$ cat src/rtl/axis_header_extractor.sv
// rtl/axis_header_extractor.sv - strips a 1..DATA_BYTE_WD byte header and realigns the payload (optional HDR_SHORT_CHECK_EN)
module axis_header_extractor #(
    parameter  int DATA_WD      = 32,
    parameter  int DATA_BYTE_WD = DATA_WD / 8,
    localparam int LEN_WD       = $clog2(DATA_BYTE_WD + 1)
) (
    input  logic                    clk,
    input  logic                    rst_n,
    input  logic                    s_len_tvalid,
    output logic                    s_len_tready,
    input  logic [LEN_WD-1:0]       s_len_tdata,
    input  logic                    s_axis_tvalid,
    output logic                    s_axis_tready,
    input  logic [DATA_WD-1:0]      s_axis_tdata,
    input  logic [DATA_BYTE_WD-1:0] s_axis_tkeep,
    input  logic                    s_axis_tlast,
    output logic                    m00_axis_tvalid,
    input  logic                    m00_axis_tready,
    output logic [DATA_WD-1:0]      m00_axis_tdata,
    output logic [DATA_BYTE_WD-1:0] m00_axis_tkeep,
    output logic                    m01_axis_tvalid,
    input  logic                    m01_axis_tready,
    output logic [DATA_WD-1:0]      m01_axis_tdata,
    output logic [DATA_BYTE_WD-1:0] m01_axis_tkeep,
    output logic                    m01_axis_tlast
`ifdef HDR_SHORT_CHECK_EN
    ,
    output logic                    err_short_pkt
`endif
);

    typedef enum logic [1:0] {IDLE, FIRST, BODY, TAIL} state_t;

    localparam logic [LEN_WD-1:0] FULL_LEN = LEN_WD'(DATA_BYTE_WD);

    state_t               state;
    logic [LEN_WD-1:0]    hlen;
    logic [DATA_WD-1:0]   resid_q;
    logic [LEN_WD-1:0]    resid_cnt;

    // Keep mask with the top n byte lanes set.
    function automatic logic [DATA_BYTE_WD-1:0] keep_top(input logic [LEN_WD-1:0] n);
        logic [DATA_BYTE_WD-1:0] m;
        m = '0;
        for (int i = 0; i < DATA_BYTE_WD; i++) begin
            m[DATA_BYTE_WD-1-i] = (i < int'(n));
        end
        return m;
    endfunction

    // Expand a byte keep into a bit mask so unused output bytes read as zero.
    function automatic logic [DATA_WD-1:0] byte_mask(input logic [DATA_BYTE_WD-1:0] keep);
        logic [DATA_WD-1:0] m;
        m = '0;
        for (int i = 0; i < DATA_BYTE_WD; i++) begin
            m[i*8 +: 8] = {8{keep[i]}};
        end
        return m;
    endfunction

    function automatic logic [LEN_WD-1:0] popcnt(input logic [DATA_BYTE_WD-1:0] keep);
        logic [LEN_WD-1:0] c;
        c = '0;
        for (int i = 0; i < DATA_BYTE_WD; i++) begin
            c = c + LEN_WD'(keep[i]);
        end
        return c;
    endfunction

    logic [LEN_WD-1:0]       len_norm;
    logic [LEN_WD-1:0]       k;
    logic [LEN_WD-1:0]       resid_w;
    logic                    k_gt_h;
    logic [LEN_WD-1:0]       k_minus_h;
    logic [LEN_WD+2:0]       hsh;
    logic [LEN_WD+2:0]       rsh;
    logic [DATA_BYTE_WD-1:0] hdr_keep;
    logic [DATA_BYTE_WD-1:0] short_keep;
    logic [DATA_BYTE_WD-1:0] body_last_keep;
    logic [DATA_BYTE_WD-1:0] tail_keep;
    logic [DATA_WD-1:0]      body_data;
    logic                    hdr_free;
    logic                    pay_free;
    logic                    in_fire;

    // Byte arithmetic for the current beat against the latched header length.
    always_comb begin
        len_norm       = (s_len_tdata == '0 || s_len_tdata > FULL_LEN) ? FULL_LEN : s_len_tdata;
        k              = popcnt(s_axis_tkeep);
        resid_w        = FULL_LEN - hlen;
        k_gt_h         = (k > hlen);
        k_minus_h      = k_gt_h ? (k - hlen) : '0;
        hsh            = {hlen, 3'b000};
        rsh            = {resid_w, 3'b000};
        hdr_keep       = keep_top(k_gt_h ? hlen : k);
        short_keep     = keep_top(k_minus_h);
        body_last_keep = keep_top(resid_w + k);
        tail_keep      = keep_top(resid_cnt);
        body_data      = (resid_q << hsh) | (s_axis_tdata >> rsh);
    end

    // Input acceptance only depends on state and output register occupancy.
    always_comb begin
        hdr_free      = !m00_axis_tvalid || m00_axis_tready;
        pay_free      = !m01_axis_tvalid || m01_axis_tready;
        s_len_tready  = (state == IDLE);
        s_axis_tready = ((state == FIRST) || (state == BODY)) && pay_free &&
                        ((state != FIRST) || hdr_free);
        in_fire       = s_axis_tvalid && s_axis_tready;
    end

    // Packet FSM with registered header and payload output channels.
    always_ff @(posedge clk or negedge rst_n) begin
        if (!rst_n) begin
            state           <= IDLE;
            hlen            <= FULL_LEN;
            resid_q         <= '0;
            resid_cnt       <= '0;
            m00_axis_tvalid <= 1'b0;
            m00_axis_tdata  <= '0;
            m00_axis_tkeep  <= '0;
            m01_axis_tvalid <= 1'b0;
            m01_axis_tdata  <= '0;
            m01_axis_tkeep  <= '0;
            m01_axis_tlast  <= 1'b0;
`ifdef HDR_SHORT_CHECK_EN
            err_short_pkt   <= 1'b0;
`endif
        end else begin
`ifdef HDR_SHORT_CHECK_EN
            err_short_pkt <= 1'b0;
`endif
            if (m00_axis_tvalid && m00_axis_tready) begin
                m00_axis_tvalid <= 1'b0;
            end
            if (m01_axis_tvalid && m01_axis_tready) begin
                m01_axis_tvalid <= 1'b0;
            end
            case (state)
                IDLE: begin
                    if (s_len_tvalid) begin
                        hlen  <= len_norm;
                        state <= FIRST;
                    end
                end
                FIRST: begin
                    if (in_fire) begin
                        m00_axis_tvalid <= 1'b1;
                        m00_axis_tdata  <= s_axis_tdata & byte_mask(hdr_keep);
                        m00_axis_tkeep  <= hdr_keep;
                        resid_q         <= s_axis_tdata;
                        resid_cnt       <= k_minus_h;
                        if (s_axis_tlast) begin
                            if (k_gt_h) begin
                                m01_axis_tvalid <= 1'b1;
                                m01_axis_tdata  <= (s_axis_tdata << hsh) & byte_mask(short_keep);
                                m01_axis_tkeep  <= short_keep;
                                m01_axis_tlast  <= 1'b1;
                            end
`ifdef HDR_SHORT_CHECK_EN
                            err_short_pkt <= (k < hlen);
`endif
                            state <= IDLE;
                        end else begin
                            state <= BODY;
                        end
                    end
                end
                BODY: begin
                    if (in_fire) begin
                        m01_axis_tvalid <= 1'b1;
                        resid_q         <= s_axis_tdata;
                        resid_cnt       <= k_minus_h;
                        if (s_axis_tlast && !k_gt_h) begin
                            m01_axis_tdata <= body_data & byte_mask(body_last_keep);
                            m01_axis_tkeep <= body_last_keep;
                            m01_axis_tlast <= 1'b1;
                            state          <= IDLE;
                        end else begin
                            m01_axis_tdata <= body_data;
                            m01_axis_tkeep <= '1;
                            m01_axis_tlast <= 1'b0;
                            if (s_axis_tlast) begin
                                state <= TAIL;
                            end
                        end
                    end
                end
                TAIL: begin
                    if (pay_free) begin
                        m01_axis_tvalid <= 1'b1;
                        m01_axis_tdata  <= (resid_q << hsh) & byte_mask(tail_keep);
                        m01_axis_tkeep  <= tail_keep;
                        m01_axis_tlast  <= 1'b1;
                        state           <= IDLE;
                    end
                end
                default: state <= IDLE;
            endcase
        end
    end

endmodule

$ cat config.mk
export PLATFORM = sky130hd
export DESIGN_NAME = axis_header_extractor
export DESIGN_NICKNAME = d
export VERILOG_FILES = /design/src/rtl/axis_header_extractor.sv
export SDC_FILE = /design/constraint.sdc
export NUM_CORES = 1
export LEC_CHECK = 0
export CORE_MARGIN = 2
export CORE_UTILIZATION = 35
export CTS_CLUSTER_SIZE = 10
export DETAILED_ROUTE_END_ITERATION = 8
export GPL_ROUTABILITY_DRIVEN = 0
export PLACE_DENSITY = 0.57
export SLEW_MARGIN = 15
export SYNTH_ARGS = -nofsm -noshare
export SYNTH_HDL_FRONTEND = slang
export SYNTH_SLANG_ARGS = --single-unit
export TNS_END_PERCENT = 5
$ cat constraint.sdc
create_clock -name clk -period 4 [get_ports clk]
set_clock_uncertainty 0.2 [all_clocks]
set_input_delay 0.8 -clock clk [delete_from_list [all_inputs] [get_ports clk]]
set_output_delay 0.8 -clock clk [all_outputs]
set_load 0.02 [all_outputs]
==> metrics.json, run 1 <==
{
  "report.final.setup_viol": 0,
  "cts_hold_repair.buffers": 0,
  "globalRouteTotalUtil": 0.243,
  "number_of_global_route_vias_before_repair": 6689,
  "starting_utilization_of_the_core_area": 0.357,
  "holdCritPathClass": "in -> async",
  "synth_xor_xnor_area_share": 0.00917,
  "syn_avg_cell_area_um2": 8.83,
  "via_count": 7001,
  "drt_wl_total_um": 26300,
  "height_of_the_die_um": 148,
  "worst_path_max_delay_cell": "sky130_fd_sc_hd__fa_2",
  "mappedNetlistNets": 882,
  "design.final.nets": 1030,
  "cp_cell_sequence": "clkdlybuf4s50_1, inv_1, fa_1, inv_2, ha_4, ha_4, inv_1, fa_2, inv_2, a221oi_2, buf_4, nor4_2, buf_4, a221oi_4, a31oi_1",
  "endpoint_kind": "flip-flop",
  "seq_area_frac_synth": 0.398,
  "residual_antenna_violating_net_count_after_detailed_routing": 0,
  "hold_slack_ns": 0.214,
  "fin_util": 0.484,
  "synth_enable_flop_cells": 0,
  "die_width_um": 148,
  "detail_route.wl_per_cell_um": 21.0,
  "floorplan.die_area_um2": 21800,
  "ys.flop_type": "sky130_fd_sc_hd__dfrtp_1",
  "crit_arrival_ns": 3.99,
  "numPortBuffers": 122,
  "maxSlewHeadroom": 0.432,
  "fin_crit_sh": 0.973,
  "design.portCount": 123,
  "synth-adder-area-share": 0.0315,
  "placeableCoreArea_um2": 20200,
  "max-cap-violations": 0,
  "fmax_mhz": 257,
  "status": "completed",
  "drt-initial-drc-count": 633,
  "place_ws_ns": -0.588,
  "final_antenna_diode_count": 0,
  "synthToLayoutAreaGrowth_pct": 35.5,
  "layout-drive-gt1-share": 0.182,
  "pin_count_of_the_biggest_net_entering_global_routing": 75,
  "cellLeakagePower_nw": 4.14,
  "setup.worst_path.class": "in -> reg",
  "yosys_warnings": 0,
  "synth-async-reset-ratio": 1.00,
  "post_detailed_route_via_to_cell_ratio": 5.60,
  "period_minus_slack_ns": 3.89,
  "ir_drop_mv": 0.431,
  "timing.critical_path.slowest_cell_delay_ns": 0.55,
  "synth_top_family_by_area": "compound AO/OA/AOI/OAI gates",
  "dp.final_hpwl_um": 19000,
  "slack_of_the_critical_path_ns": 0.106,
  "tritoncts": "done",
  "mappedNetlistArea_um2": 7230,
  "critPathMaxFanout": 8,
  "grt_setup_unrepaired": "false",
  "final-max-slew-violation-count": 0,
  "global_route.overflow_total": 0,
  "clockBufferDepth": 2,
  "synth-compound-area-share": 0.263,
  "remaining_drc_errors": 0,
  "fillCellCount": 1952,
  "netlist-cell-type-count": 68,
  "row_count": 52,
  "drt_pass_1_iters": 6,
  "hold_viol_final": 0,
  "clock_sinks": 115,
  "power_per_cell_area_nw_per_um2": 1000,
  "grt_first_pass_wirelength_um": 40500,
  "startpoint_type": "primary input",
  "synth.mux.area_fraction": 0.0791,
  "post_synth_and_or_nand_nor_area_fraction": 0.167,
  "cell_count_after_synthesis": 819,
  "grt_antenna_before_repair": 0,
  "clk_root_buffer_cell": "sky130_fd_sc_hd__clkbuf_16",
  "worstPathRequired_ns": 4.10,
  "ys_ff_latch": 115,
  "worst_skew_pair.late_latency_ns": 0.42,
  "clk_pin_slew_ns": 0.06,
  "cts-buffers-inserted": 17,
  "tightestPinTransition_ns": 0.852,
  "cts-htree-levels": 4,
  "setup_total_negative_slack_ns": 0
}
==> layout by cell type, fill, tap and decap left out, types with 3 or more instances in the layout <==
master,n
sky130_fd_sc_hd__inv_2,6
sky130_fd_sc_hd__mux2_2,26
sky130_fd_sc_hd__clkinv_4,4
sky130_fd_sc_hd__mux4_2,7
sky130_fd_sc_hd__a31oi_1,34
sky130_fd_sc_hd__dfrtp_1,113
sky130_fd_sc_hd__o21ai_1,4
sky130_fd_sc_hd__o21ai_0,45
sky130_fd_sc_hd__clkinvlp_4,3
sky130_fd_sc_hd__nor2_1,37
sky130_fd_sc_hd__clkinv_2,3
sky130_fd_sc_hd__nand2b_1,5
sky130_fd_sc_hd__a22oi_1,25
sky130_fd_sc_hd__xor2_1,3
sky130_fd_sc_hd__and3_1,7
sky130_fd_sc_hd__ha_4,4
sky130_fd_sc_hd__ha_1,11
sky130_fd_sc_hd__nand3_1,6
sky130_fd_sc_hd__buf_4,63
sky130_fd_sc_hd__and2_1,3
sky130_fd_sc_hd__a22o_1,32
sky130_fd_sc_hd__a211oi_1,9
sky130_fd_sc_hd__clkdlybuf4s50_1,119
sky130_fd_sc_hd__clkbuf_16,17
sky130_fd_sc_hd__a21oi_1,86
sky130_fd_sc_hd__inv_6,3
sky130_fd_sc_hd__inv_1,12
sky130_fd_sc_hd__nand2_1,167
sky130_fd_sc_hd__a21o_1,14
sky130_fd_sc_hd__nor2b_1,27
sky130_fd_sc_hd__a221oi_2,6
sky130_fd_sc_hd__mux2i_1,11
sky130_fd_sc_hd__o211ai_1,3
sky130_fd_sc_hd__buf_12,5
==> report_power, final <==
part | switching, mW | leakage, nW | total [mW] | internal, mW
Combinational | 3.42 | 2.43 | 6.02 | 2.61
Sequential | 0.527 | 1.43 | 2.27 | 1.75
Clock | 0.589 | 0.280 | 1.51 | 0.920
==> per-stage QoR <==
stage	total power, mW	std cells	area [um^2]
global route	10.4	1250	9800
floorplan	5.72	819	7230
CTS	9.70	1247	9690
global placement	8.03	1215	9030
detailed placement	8.07	1215	9030
finish	9.81	1250	9800
==> cells in the mapped netlist (3+ instances only) <==
master	count	area share
sky130_fd_sc_hd__a21oi_1	87	0.060
sky130_fd_sc_hd__nand2_1	167	0.087
sky130_fd_sc_hd__nor2_1	38	0.020
sky130_fd_sc_hd__nand2b_1	5	0.0043
sky130_fd_sc_hd__nor2b_1	27	0.023
sky130_fd_sc_hd__a221oi_1	8	0.0097
sky130_fd_sc_hd__inv_1	17	0.0088
sky130_fd_sc_hd__dfrtp_1	114	0.39
sky130_fd_sc_hd__clkbuf_1	25	0.013
sky130_fd_sc_hd__buf_6	4	0.0062
sky130_fd_sc_hd__xor2_1	3	0.0036
sky130_fd_sc_hd__ha_1	15	0.026
sky130_fd_sc_hd__mux4_2	7	0.022
sky130_fd_sc_hd__a211oi_1	9	0.0093
sky130_fd_sc_hd__and3_1	7	0.0061
sky130_fd_sc_hd__a22o_1	32	0.039
sky130_fd_sc_hd__and2_1	3	0.0026
sky130_fd_sc_hd__mux2i_1	11	0.015
sky130_fd_sc_hd__buf_1	5	0.0026
sky130_fd_sc_hd__nand3_1	6	0.0042
sky130_fd_sc_hd__o211ai_1	3	0.0031
sky130_fd_sc_hd__o21ai_0	48	0.033
sky130_fd_sc_hd__buf_2	21	0.015
sky130_fd_sc_hd__mux2_2	26	0.041
sky130_fd_sc_hd__a31oi_1	34	0.029
sky130_fd_sc_hd__buf_4	5	0.0052
sky130_fd_sc_hd__a21o_1	14	0.015
sky130_fd_sc_hd__a22oi_1	25	0.026
==> sequential cells by signal (all words and copies together) (netlist names) <==
register,cells
hlen,3
m01_axis_tkeep,4
m00_axis_tdata,32
m00_axis_tvalid,1
m01_axis_tdata,32
m00_axis_tkeep,4
state,2
m01_axis_tlast,1
resid_q,32
m01_axis_tvalid,1
resid_cnt,3
==> logic make-up (layout without fill, tap and decap cells) <==
group           Yosys count  in the layout
compound gates          284            284
simple gates            272            272
flops                   115            115
buf+inv                  80            241
mux                      45             45
fa+ha+maj                17             17
xor+xnor                  6              6
==> worst max-delay path, delay by kind of cell <==
kind            cells  cell delay [ns]
compound gates      3             0.66
fa+ha+maj           4             1.46
buf+inv             7             1.02
simple gates        1             0.04
==> layout make-up <==
class	count	area, um^2	area share
inverter	20	75.1	0.00766
tap	270	338	0.0345
timing repair buffer	189	1790	0.183
sequential	115	2880	0.294
clock buffer	17	425	0.0434
multi-input combinational	624	4130	0.421
clock inverter	15	159	0.0162
==> what timing repair did <==
action                     in CTS  in global routing
buffers inserted                0                  3
setup endpoints to repair      19                 65
pin swaps                       1                 11
resized for setup              12                 22
==> metal layers <==
layer  GRT usage  wire [um]  up-vias
li1            -          -     3265
met1       0.370      12400     3378
met2       0.348      11200      321
met3      0.0472       2200       37
met4      0.0712        519        0
met5           0          0        -
==> path summary, 6_finish.rpt <==
| kind | start | endpoint | slack [ns] | cells past startpoint |
|---|---|---|---|---|
| max in group asynchronous | rst_n | m01_axis_tdata[31] | 2.56 | 2 |
| setup / recovery | s_axis_tkeep[0] | m01_axis_tdata[14] | 0.11 | 15 |
| min in group clk | resid_q[29] | resid_q[29] | 0.27 | 2 |
| hold reg to reg | resid_q[29] | resid_q[29] | 0.27 | 2 |
| hold / removal | rst_n | m00_axis_tdata[20] | 0.21 | 1 |
| setup reg to reg | hlen[0] | m01_axis_tdata[9] | 0.84 | 10 |
No activity file was read; power rests on OpenSTA's default activity.
==> run 2, diff against run 1 <==
--- a/config.mk
+++ b/config.mk
@@ -7,10 +7,11 @@
 export LEC_CHECK = 0
 export CORE_MARGIN = 2
 export CORE_UTILIZATION = 35
+export CTS_BUF_LIST = sky130_fd_sc_hd__clkbuf_2
 export CTS_CLUSTER_SIZE = 10
 export DETAILED_ROUTE_END_ITERATION = 8
 export GPL_ROUTABILITY_DRIVEN = 0
-export PLACE_DENSITY = 0.57
+export PLACE_DENSITY = 0.64
 export SLEW_MARGIN = 15
 export SYNTH_ARGS = -nofsm -noshare
 export SYNTH_HDL_FRONTEND = slang
==> metrics.json, run 2 (same netlist as run 1, synthesis figures left out) <==
{
  "holdPathEnd": "m00_axis_tkeep[2]",
  "numPortBuffers": 122,
  "height_of_the_die_um": 148,
  "clk_pin_slew_ns": 0.20,
  "post_layout_total_power_mw": 8.97,
  "max-cap-violations": 0,
  "drt_wl_total_um": 24800,
  "synthToLayoutAreaGrowth_pct": 29.0,
  "regToRegSetupSlack_ns": 0.77,
  "worst_skew_pair.late_latency_ns": 0.74,
  "via_count": 6912,
  "layout_common_cells": "167 x sky130_fd_sc_hd__nand2_1, 121 x sky130_fd_sc_hd__clkdlybuf4s50_1, 113 x sky130_fd_sc_hd__dfrtp_1, 86 x sky130_fd_sc_hd__a21oi_1, 58 x sky130_fd_sc_hd__buf_4",
  "fin_crit_sh": 0.951,
  "row_count": 52,
  "hold_slack_ns": 0.300,
  "post_layout_nonfiller_instances": 1246,
  "globalRouteTotalUtil": 0.231,
  "fillCellCount": 1952,
  "crit_path_frequent_cell": "sky130_fd_sc_hd__inv_1",
  "final-max-slew-violation-count": 0,
  "cellLeakagePower_nw": 3.96,
  "grt_first_pass_wirelength_um": 38800,
  "design.final.nets": 1025,
  "placeableCoreArea_um2": 20200,
  "ir_drop_mv": 0.396,
  "worstPathRequired_ns": 4.43,
  "top_regs": "m00_axis_tdata: 32 flops, m01_axis_tdata: 32 flops, resid_q: 32 flops",
  "die_width_um": 148,
  "r2r_cells": 9,
  "pin_count_of_the_biggest_net_entering_global_routing": 102,
  "period_minus_slack_ns": 3.80,
  "dp.final_hpwl_um": 18600,
  "fmax_mhz": 263,
  "number_of_global_route_vias_before_repair": 6539,
  "post-cts-setup-buffer-count": 0,
  "cts-buffers-inserted": 17,
  "dpl.cell_count": 1212,
  "setup.worst_path.class": "in -> reg",
  "remaining_drc_errors": 0,
  "endpoint_kind": "flip-flop",
  "detail_route.wl_per_cell_um": 19.9,
  "timing.hold.worst.start": "m00_axis_tkeep[2]",
  "hold_viol_final": 0,
  "clockBufferDepth": 2,
  "grt_antenna_before_repair": 1,
  "maxSlewHeadroom": 0.263,
  "post_detailed_route_via_to_cell_ratio": 5.55,
  "grt_setup_unrepaired": "false",
  "setup_total_negative_slack_ns": 0,
  "design.portCount": 123,
  "worst_path_max_delay_cell": "sky130_fd_sc_hd__fa_1",
  "floorplan.die_area_um2": 21800,
  "drt-initial-drc-count": 691,
  "cp_cell_sequence": "clkdlybuf4s50_1, inv_1, fa_1, inv_1, ha_1, inv_1, ha_1, fa_1, inv_1, a221oi_2, buf_4, nor4_2, buf_4, a221oi_1, a31oi_1",
  "rr_endpoint": "m01_axis_tdata[8]",
  "layout-drive-gt1-share": 0.153,
  "clock_sinks": 115,
  "clk_root_buffer_cell": "sky130_fd_sc_hd__clkbuf_2",
  "timing.rr.start": "hlen[2]",
  "power_per_cell_area_nw_per_um2": 962,
  "status": "completed",
  "timing.critical_path.slowest_cell_delay_ns": 0.53,
  "holdCritPathClass": "reg -> reg",
  "cts-htree-levels": 4,
  "critPathMaxFanout": 8,
  "report.final.setup_viol": 0,
  "final_common_cell": "sky130_fd_sc_hd__nand2_1",
  "global_route.overflow_total": 0,
  "tritoncts": "done",
  "crit_arrival_ns": 4.24,
  "min_delay_path_depth": 1,
  "drt_pass_1_iters": 5,
  "tightestPinTransition_ns": 1.11,
  "residual_antenna_violating_net_count_after_detailed_routing": 0,
  "startpoint_type": "primary input",
  "starting_utilization_of_the_core_area": 0.357
}
## run 2: routing by layer
metal	global-route usage	up-vias	part of all wire
met5	0	-	0
met4	0.0837	0	0.026
met3	0.0414	39	0.082
met2	0.344	326	0.43
met1	0.337	3296	0.46
li1	-	3251	-
## run 2: worst max-delay path by stage
stage | start | end | slack (ns) | depth (start not counted)
2_1_floorplan | s_axis_tkeep[0] | m01_axis_tkeep[3] | 0.16 | 12
3_3_place_gp | s_axis_tkeep[0] | m01_axis_tdata[11] | -0.67 | 15
3_5_place_dp | s_axis_tkeep[0] | m01_axis_tdata[11] | -0.68 | 15
4_1_cts | s_axis_tkeep[0] | m01_axis_tdata[11] | 0.14 | 15
5_1_grt | s_axis_tkeep[0] | m01_axis_tdata[8] | 0.03 | 15
6_report | s_axis_tkeep[0] | m01_axis_tdata[8] | 0.20 | 15
## run 2: metrics by stage
stage | util | instance area (um^2) | worst slack (ns)
detailed placement | 0.445 | 9000 | -0.685
finish | 0.461 | 9320 | 0.196
floorplan | - | 7230 | 0.157
global placement | 0.445 | 9000 | -0.667
global route | 0.461 | 9320 | 0.0325
CTS | 0.460 | 9300 | 0.141
## run 2: worst max-delay path: cells and delay by family
kind | cells | cell delay (ns)
adders and majority gates | 4 | 1.54
and+or+nand+nor | 1 | 0.04
AOI/OAI and AO/OA | 3 | 0.80
buffers and inverters | 7 | 1.04
## run 2: area by class of cell
cell class,count,area (um^2),area share
multi-input cells,624,4000,0.429
diodes,1,2.50,0.000268
inverters,20,75.1,0.00805
well taps,270,338,0.0362
repair buffers,184,1740,0.186
clock buffers,17,85.1,0.00913
flip-flops and latches,115,2880,0.309
clock inverters,15,206,0.0221
## run 2: what timing repair did
item / in CTS / in global routing
setup endpoints to repair: 0 / 6
hold buffers: 1 / 0
endpoints found under the hold margin: 66 / 0
resized for setup: 0 / 3
## run 2: where the power goes
group          switching, mW  internal (mW)  total, mW
combinational           3.33           2.50       5.83
sequential             0.470           1.73       2.20
clock                  0.519          0.417      0.936
total                   4.32           4.65       8.97
